### src/rtl/obi_rr_arbiter.sv
// Round-robin arbiter folding NUM_REQ OBI requesters onto one manager port.
// Only one transaction can be outstanding at a time.
module obi_rr_arbiter #(
    parameter int NUM_REQ   = 2,
    parameter int OBI_ADDRW = 32,
    parameter int OBI_DATAW = 32,
    localparam int OBI_STRBW = OBI_DATAW / 8,
    localparam int IDXW      = $clog2(NUM_REQ)
) (
    input  logic                           clk_i,
    input  logic                           arst_ni,
    input  logic [NUM_REQ-1:0]             req_i,
    input  logic [NUM_REQ*OBI_ADDRW-1:0]   addr_i,
    input  logic [NUM_REQ-1:0]             we_i,
    input  logic [NUM_REQ*OBI_DATAW-1:0]   wdata_i,
    input  logic [NUM_REQ*OBI_STRBW-1:0]   be_i,
    output logic [NUM_REQ-1:0]             gnt_o,
    output logic [NUM_REQ-1:0]             rvalid_o,
    output logic [OBI_DATAW-1:0]           rdata_o,
    output logic                           m_req_o,
    output logic [OBI_ADDRW-1:0]           m_addr_o,
    output logic                           m_we_o,
    output logic [OBI_DATAW-1:0]           m_wdata_o,
    output logic [OBI_STRBW-1:0]           m_be_o,
    input  logic                           m_gnt_i,
    input  logic                           m_rvalid_i,
    input  logic [OBI_DATAW-1:0]           m_rdata_i,
    output logic                           busy_o
);

    typedef enum logic [1:0] {
        IDLE = 2'd0,
        REQ  = 2'd1,
        RESP = 2'd2
    } state_e;

    state_e          state_q;
    state_e          state_d;
    logic [IDXW-1:0] owner_q;
    logic [IDXW-1:0] last_q;
    logic [IDXW-1:0] winner;
    logic [IDXW-1:0] idx;

    // Scan from the farthest offset down so the nearest asserted index wins.
    always_comb begin
        winner = last_q;
        idx    = '0;
        for (int i = NUM_REQ; i >= 1; i--) begin
            idx = IDXW'((int'(last_q) + i) % NUM_REQ);
            if (req_i[idx]) begin
                winner = idx;
            end
        end
    end

    always_ff @(posedge clk_i or negedge arst_ni) begin
        if (!arst_ni) begin
            state_q <= IDLE;
            owner_q <= '0;
            last_q  <= IDXW'(NUM_REQ - 1);
        end else begin
            state_q <= state_d;
            if (state_q == IDLE && |req_i) begin
                owner_q <= winner;
            end
            if (state_q == REQ && m_gnt_i) begin
                last_q <= owner_q;
            end
        end
    end

    always_comb begin
        state_d = state_q;
        unique case (state_q)
            IDLE: begin
                if (|req_i) begin
                    state_d = REQ;
                end
            end
            REQ: begin
                if (m_gnt_i) begin
                    state_d = m_rvalid_i ? IDLE : RESP;
                end
            end
            RESP: begin
                if (m_rvalid_i) begin
                    state_d = IDLE;
                end
            end
            default: state_d = IDLE;
        endcase
    end

    always_comb begin
        gnt_o     = '0;
        rvalid_o  = '0;
        m_req_o   = 1'b0;
        m_addr_o  = '0;
        m_we_o    = 1'b0;
        m_wdata_o = '0;
        m_be_o    = '0;
        busy_o    = (state_q != IDLE);
        rdata_o   = m_rdata_i;
        if (state_q == REQ) begin
            m_req_o   = 1'b1;
            m_addr_o  = addr_i[int'(owner_q)*OBI_ADDRW +: OBI_ADDRW];
            m_we_o    = we_i[owner_q];
            m_wdata_o = wdata_i[int'(owner_q)*OBI_DATAW +: OBI_DATAW];
            m_be_o    = be_i[int'(owner_q)*OBI_STRBW +: OBI_STRBW];
            if (m_gnt_i) begin
                gnt_o[owner_q]    = 1'b1;
                rvalid_o[owner_q] = m_rvalid_i;
            end
        end
        if (state_q == RESP) begin
            rvalid_o[owner_q] = m_rvalid_i;
        end
    end

endmodule
### config.mk
export PLATFORM = sky130hd
export DESIGN_NAME = obi_rr_arbiter
export DESIGN_NICKNAME = d
export VERILOG_FILES = /design/src/rtl/obi_rr_arbiter.sv
export SDC_FILE = /design/constraint.sdc
export NUM_CORES = 1
export LEC_CHECK = 0
export CAP_MARGIN = 25
export CORE_ASPECT_RATIO = 0.7
export CORE_MARGIN = 8
export CORE_UTILIZATION = 22
export DETAILED_ROUTE_END_ITERATION = 7
export PLACE_DENSITY = 0.81
export SLEW_MARGIN = 5
export SYNTH_ARGS = -nofsm -noshare
export SYNTH_HDL_FRONTEND = slang
export SYNTH_SLANG_ARGS = --single-unit
### constraint.sdc
create_clock -name clk_i -period 1.84 [get_ports clk_i]
set_input_delay 0.552 -clock clk_i [delete_from_list [all_inputs] [get_ports clk_i]]
set_output_delay 0.552 -clock clk_i [all_outputs]
set_load 0.1 [all_outputs]
# ---- Word level (Yosys, flattened, before mapping)
# Cells that the tools add are included.
dict set report totals {
  memories 0
  out_inout_bits 107
  register_bits 4
  wordCells 51
  latch_bits 0
  ram_bits 0
  romBits 0
  in_bits 176
}
dict set report op_classes {
  multipliers 0
  shift 3
  muxes 26
  bitwise 1
  n_lt_le_gt_ge 4
  div 0
  n_addsub 2
  eq_ne 5
  n_reduce_logical 7
}
# op n
set op_table {}
lappend op_table {{64-bit by 7-bit indexed part select with 32-bit output} 2}
lappend op_table {{32-bit 2-to-1 mux} 2}
lappend op_table {{2-bit 2-to-1 mux} 9}
lappend op_table {{1-bit 2-to-1 mux} 11}
lappend op_table {{8-bit by 4-bit indexed part select with 4-bit output} 1}
lappend op_table {{1-bit by 2-bit < comparator with 1-bit output (second input constant)} 3}
lappend op_table {{2-bit one-hot mux with 3 select lines} 1}
lappend op_table {{4-bit 2-to-1 mux} 1}
lappend op_table {{2-bit inequality test (second input constant)} 2}
lappend op_table {{1-bit logical AND} 3}
lappend op_table {{3-bit AND reduction} 1}
lappend op_table {{1-bit adder (second input constant)} 2}
lappend op_table {{2-bit AND} 1}
lappend op_table {{2-bit bitwise mux} 1}
lappend op_table {{2-bit by 1-bit equality test with 1-bit output (second input constant)} 1}
lappend op_table {{2-bit equality test (second input constant)} 1}
lappend op_table {{2-bit zero test} 1}
lappend op_table {{2-bit by 1-bit inequality test with 1-bit output (second input constant)} 1}
lappend op_table {{2-bit nonzero test} 1}
lappend op_table {{2-bit OR reduction} 1}
lappend op_table {{1-bit demux with 1-bit select} 1}
lappend op_table {{1-bit >= comparator (second input constant)} 1}

# ---- Depth between registers and ports, before layout
# Gate-level depths: netlist of run 1.
dict set report logic_depth {
  depth_word 9
  mapped_depth 4
  ltp_nobuf 2
}

# ---- Least setup slack after synthesis of run 1
# OpenSTA, ideal clock, no wires.
dict set report synth_path {
  path_type {reg-to-output}
  start {register owner_q}
  end {output port rvalid_o[1]}
  arrival_ns 2.155
  path_stages_with_launch 5
  n_path_buf 2
  t_required_ns 1.288
  path_slack_ns -0.867
  cell_sequence {dfrtp_1 buf_6 buf_6 nand2_1 a21oi_1}
}
dict set report synth_via {
  elab_chain_len 9
  elab_cells_between_ends 10
  classes_between {order compare (2); mux (6); bitwise (1); reduce/logical (1)}
}
# element line_no
set synth_lines {}
lappend synth_lines {{from (decl)} 39} ;# logic [IDXW-1:0] owner_q;
lappend synth_lines {{from (signal assigned)} 64} ;# owner_q <= winner;
lappend synth_lines {{1-bit by 2-bit < comparator with 1-bit output (implied by the code) / 1-bit >= comparator (equally long branches)} {112, 116}}
lappend synth_lines {{1-bit logical AND (implied by the code)} {112, 116}}
lappend synth_lines {{1-bit 2-to-1 mux (implied by the code)} {112, 116}}
lappend synth_lines {{1-bit demux with 1-bit select *} {112, 116}}
lappend synth_lines {{2-bit AND (no line)} --}
lappend synth_lines {{2-bit 2-to-1 mux} 110} ;# if (m_gnt_i) begin
lappend synth_lines {{2-bit 2-to-1 mux} 104} ;# if (state_q == REQ) begin
lappend synth_lines {{2-bit bitwise mux} 116} ;# rvalid_o[owner_q] = m_rvalid_i;
lappend synth_lines {{2-bit 2-to-1 mux *} 115} ;# if (state_q == RESP) begin
lappend synth_lines {{to (decl)} 18} ;# output logic [NUM_REQ-1:0] rvalid_o,
# Every way passes the cells marked *; elsewhere a longest branch is shown, timed or not.

# ---- Worst setup path after layout of run 1
dict set report layout_path {
  start {register owner_q}
  end {output port m_addr_o[1]}
}
dict set report layout_via {
  elab_chain_len 2
}
# element line_no
set layout_lines {}
lappend layout_lines {{64-bit by 7-bit indexed part select with 32-bit output} 106} ;# m_addr_o = addr_i[int'(owner_q)*OBI_ADDRW +: OBI_ADDRW];
lappend layout_lines {{32-bit 2-to-1 mux} 104}
lappend layout_lines {{to (decl)} 21} ;# output logic [OBI_ADDRW-1:0] m_addr_o,
# No other way between the ends.

==> results of run 1 <==
==> synthesized netlist by cell type <==
cell and number:
mux2i_1 69, nor2_2 9, dfrtp_1 3, a211oi_1 1, a21bo_2 1, nand2_1 1
buf_2 1, o22ai_1 1, a21oi_1 3, or2_2 1, nor3b_1 1, dfstp_2 1
buf_12 2, nor2_1 49, nand3b_2 1, nor3_1 1, buf_4 32, nand2b_1 3
inv_2 2, nor2_4 13, buf_6 13, mux2_4 1
==> state kept, by name, indices dropped and copies added, names as in the netlist <==
register	cells
last_q	1
owner_q	1
state_q	2
==> kinds of logic after synthesis <==
family,count (synthesis),share of synthesized area
buffers and inverters,50,0.255
AO/OA/AOI/OAI,6,0.0225
flip-flops,4,0.0588
multiplexers,70,0.409
AND/OR/NAND/NOR,79,0.255
==> how the worst max path moves through the flow <==
stage	start	slack, ps	cells past startpoint	endpoint
finish	owner_q$_DFFE_PN0P_	-300	4	m_addr_o[1]
global route	owner_q$_DFFE_PN0P_	-350	4	m_addr_o[1]
CTS	owner_q$_DFFE_PN0P_	-280	4	m_addr_o[1]
detailed placement	m_gnt_i	-340	4	rvalid_o[0]
global placement	m_gnt_i	-310	4	rvalid_o[0]
floorplan	m_gnt_i	-200	2	gnt_o[0]
==> repair_timing <==
| action | CTS | global route |
|---|---|---|
| gates cloned | 3 | 0 |
| endpoints found under the hold margin | 0 | 0 |
| buffers inserted | 13 | 4 |
| gates resized for setup | 64 | 40 |
| setup endpoints to repair | 74 | 74 |
| pin swaps | 13 | 17 |
==> per-stage QoR <==
stage	area [um2]	setup WS [ps]	hold slack, ps	utilization	total power, mW
after floorplan	2200	-205	256	-	6.27
after global placement	5060	-306	542	0.654	8.71
after detailed placement	5060	-336	550	0.654	8.82
after CTS	5490	-280	526	0.709	9.71
after global routing	5670	-345	538	0.733	10.3
final	5670	-297	529	0.733	9.99
==> metal layers <==
layer,track usage,routed length (um),vias up
met2,0.354,6140,141
met1,0.185,3740,1064
li1,-,-,1088
met3,0.0793,1170,6
met4,0.0225,53,0
met5,0,0,-
==> critical path, stage by stage (launching register included) <==
cell and delay [ps]:
dfrtp_4 450, buf_16 280, mux2i_2 340, nor2_4 80, buf_12 170
==> final cells by class <==
type | count | area share
clock buffers | 4 | 0.00794
flip-flops and latches | 4 | 0.0185
inverters | 2 | 0.00221
multi-input cells | 155 | 0.340
repair buffers | 256 | 0.609
well taps | 101 | 0.0223
==> power by group through the flow <==
stage,clock [mW],combinational [mW],sequential (mW)
2_1_floorplan,0,6.12,0.151
3_3_place_gp,0,8.54,0.174
3_5_place_dp,0,8.65,0.175
4_1_cts,0.211,9.32,0.180
5_1_grt,0.219,9.88,0.182
6_report,0.203,9.60,0.178
==> impl_metrics.toml, run 1 <==
[run_status]
status = "finished, violations left"
failed_checks = "setup timing"

[final_layout]
area_growth_pct = 229
final_common_cell = "clkdlybuf4s50_1"
final-seq-area_um2 = 105
layout.cells.non_filler = 522
n_antenna_cell = 0
multi_input_area_um2 = 1930
final_cell_mix = "clkdlybuf4s50_1 (131), buf_12 (85), nor2_4 (71), mux2i_2 (53), buf_4 (14)"
nNetsFinal = 598
fill_cells = 490
drive_gt1_frac = 0.618

[power]
p_clk_frac = 0.020
swShare = 0.578
p_per_area_nw_per_um2 = 1760
p_int_mw = 4.22
comb_power_share = 0.962
p_leak_nw = 2.17
pwr-share-seq = 0.018
switchingPower_mw = 5.77
ir_drop_v = 0.00107

[drt]
vias = 2299
routed_wl_um = 11100
drtAntennaViolNets = 0
firstDrtPassIters = 4
drc_errors = 0
avgViaCountPerCell = 4.40
drt-initial-drc-count = 88
avgRoutedWirePerCell_um = 21.3

[yosys]
syn-instance-count = 209
ys_seq_elements = 4
yosysSeqAreaShare = 0.0588
synth_area_leaders = "mux2i_1 (40%), buf_4 (14%), nor2_1 (11%), buf_6 (8.5%), nor2_4 (8.5%)"
ys.warnings.count = 0
netlist_area_um2 = 1720
ys_types = 22
synth_top_area_share = 0.401
syn_nets = 385
synth_area_leader_cell = "mux2i_1"
syn_area_per_cell_um2 = 8.25

[floorplanning]
io_pins = 283
dieArea_um2 = 11000
start_util = 0.223
rows = 27
core_um2 = 7740
die_w_um = 122
fp.dieH_um = 90.1

[cts]
cts-root-buf = "clkbuf_8"
ctsHoldBuffers = 0
cts_sinks = 4
cts_tree = "yes"
numCtsBuffers = 3
clk_latency_ps = 220
clock_path_buffers = 2
clkTransAtPathRegs_ps = 30
cts_htree_levels = 1

[grt]
grt_first_pass_wirelength_um = 16100
antenna_found_initial = 0
grtUsageTotal = 0.186
grt_pass1_vias = 2754
overflow = 0
grt_max_degree = 37

[setup_path]
arrival_ps = 1580
reg2reg_slack_ps = 410
critPathMaxFanout = 36
worst_setup_path_start_kind = "flip-flop"
worstSetupPathType = "flip-flop to output pin"
crit_required_ps = 1290
r2r_end = "last_q$_DFFE_PN1P_"
r2r_cells = 5
reg2reg_from = "state_q[1]$_DFFE_PN0P_"
crit_path_end_kind = "output pin"

[placement]
place_inst = 500
gp_congestion = 0.776
placement.io_buffers = 218
dp_hpwl_um = 8690

[sta]
worst_slew_pin_slew_ps = 266
rsz0062_at_grt = "yes"
timing.fmax_mhz = 468
setup_viol = 75
hold_viol = 0
fin_crit_sh = 1.16
fin_setup_tns_ps = -17080
fin_skew_ps = 1.20
maxSlewHeadroom = 0.818
drv_slew = 0
min_period_ps = 2140
setup_slack_ps = -297

[job]
maxCapViolations = 0

[worst_hold_path]
min_path_type = "input port to async pin"
(Power assumes the default switching activity.)
==> run 2, diff against run 1 <==
Settings changed: CTS_CLUSTER_SIZE set to 30.
==> results of run 2 <==
No change in the layout: final DEF, timing and power equal those of run 1.
==> run 3, diff against run 2 <==
Settings changed: CELL_PAD_IN_SITES_DETAIL_PLACEMENT set to 1, CELL_PAD_IN_SITES_GLOBAL_PLACEMENT set to 2, CORE_UTILIZATION 22 to 10, PLACE_DENSITY 0.81 to not set, PLACE_DENSITY_LB_ADDON set to 0.1.
==> impl_metrics.toml, run 3 (same netlist as run 1, synthesis figures left out) <==
[run_status]
status = "finished, violations left"
failed_checks = "setup timing"

[floorplanning]
io_pins = 283
fp.dieH_um = 126
core_um2 = 17000
dieArea_um2 = 21800
start_util = 0.101
die_w_um = 173
rows = 40

[grt]
grt_pass1_vias = 2483
grt_max_degree = 30
grtUsageTotal = 0.0946
antenna_found_initial = 2
overflow = 0
grt_first_pass_wirelength_um = 16200

[setup_path]
crit_start = "owner_q$_DFFE_PN0P_"
critPathMaxFanout = 28
cp_slowest_cell = "dfrtp_4"
r2r_end = "last_q$_DFFE_PN1P_"
crit_end = "m_wdata_o[26]"
path_common_cell = "buf_12"
crit_chain = "buf_12 -> mux2i_2 -> nor2_4 -> buf_12"
slowest_delay_ps = 460
reg2reg_slack_ps = 430
r2r_cells = 5
crit_path_end_kind = "output pin"
arrival_ps = 1540
crit_required_ps = 1290
reg2reg_from = "state_q[1]$_DFFE_PN0P_"
worstSetupPathType = "flip-flop to output pin"
worst_setup_path_start_kind = "flip-flop"

[final_layout]
layout.cells.non_filler = 636
top_regs = "state_q (2), last_q (1), owner_q (1)"
area_growth_pct = 223
final-seq-area_um2 = 106
n_antenna_cell = 0
nNetsFinal = 582
drive_gt1_frac = 0.565
multi_input_area_um2 = 1830
top_register = "state_q"
final_cell_mix = "clkdlybuf4s50_1 (127), buf_12 (82), nor2_4 (71), mux2i_2 (42), mux2i_1 (26)"
post-route-cell-area_um2 = 5560
utilization = 0.327
final_common_cell = "clkdlybuf4s50_1"
largest_reg_flops = 2
fill_cells = 1845

[sta]
fin_crit_sh = 1.13
worst_slew_pin_slew_ps = 257
min_period_ps = 2090
drv_slew = 0
setup_slack_ps = -248
fin_hold_ws_ps = 521
setup_viol = 73
rsz0062_at_grt = "yes"
hold_viol = 0
fin_skew_ps = 1.64
maxSlewHeadroom = 0.824
timing.fmax_mhz = 479

[power]
p_leak_nw = 2.08
p_per_area_nw_per_um2 = 1740
ir_drop_v = 0.000759

[placement]
place_area_um2 = 5130
gp_congestion = 0.723
placement.io_buffers = 218
dp_hpwl_um = 9100
place_inst = 623

[drt]
drt-initial-drc-count = 27
firstDrtPassIters = 3
drc_errors = 0
avgViaCountPerCell = 3.51
drtAntennaViolNets = 0
vias = 2233
routed_wl_um = 10800
avgRoutedWirePerCell_um = 17.0

[cts]
clkTransAtPathRegs_ps = 30
clk_latency_ps = 220
cts_tree = "yes"
numCtsBuffers = 3
cts-root-buf = "clkbuf_16"
cts_sinks = 4
clock_path_buffers = 2
cts_htree_levels = 1

[job]
maxCapViolations = 0

[worst_hold_path]
min_path_type = "input port to async pin"
[run 3: final cells by class]
| cell class | count | area share |
|---|---|---|
| clock buffers | 4 | 0.0142 |
| flip-flops and latches | 4 | 0.0191 |
| well taps | 231 | 0.0520 |
| repair buffers | 240 | 0.583 |
| inverters | 2 | 0.00315 |
| multi-input cells | 155 | 0.328 |
[run 3: routing by layer]
metal  vias to the layer above  GRT usage  wire, um
met5                         -          0        23
met4                         4    0.00961        46
met3                        10     0.0585      1470
li1                       1058          -         -
met2                       146      0.145      4630
met1                      1015      0.115      4670
[run 3: worst min-delay path by stage]
| stage | end | slack [ps] | cells after the start |
|---|---|---|---|
| after floorplan | owner_q$_DFFE_PN0P_ | 260 | 0 |
| after global placement | state_q[0]$_DFFE_PN0P_ | 570 | 2 |
| after detailed placement | state_q[0]$_DFFE_PN0P_ | 580 | 2 |
| after CTS | owner_q$_DFFE_PN0P_ | 520 | 1 |
| after global routing | owner_q$_DFFE_PN0P_ | 520 | 1 |
| final | owner_q$_DFFE_PN0P_ | 520 | 1 |
[run 3: through the flow]
step                      setup slack (ps)  TNS [ps]  total power, mW
after CTS                             -255    -16890             9.63
after floorplan                       -205     -4720             6.27
final                                 -248    -15900             9.67
after global routing                  -311    -20120             10.0
after detailed placement              -324    -11910             8.74
after global placement                -318    -11040             8.72
[run 3: power by group]
group          internal, mW  switching (mW)
clock network         0.286          0.0631
registers             0.137          0.0481
logic                  3.57            5.57
total                  3.99            5.68
[run 3: worst max-delay path: cells and delay by family (launching register included)]
family        cells  cell delay (ps)
flops             1              460
buf+inv           2              430
mux               1              320
simple gates      1               70
[run 3: what timing repair did]
action | 4_1_cts | 5_1_grt
pin swaps | 13 | 2
gates cloned | 3 | 0
gates resized for setup | 60 | 20
hold endpoints to repair | 0 | 0
buffers inserted | 4 | 2
endpoints found under the setup margin | 75 | 75
hold buffers | 0 | 0
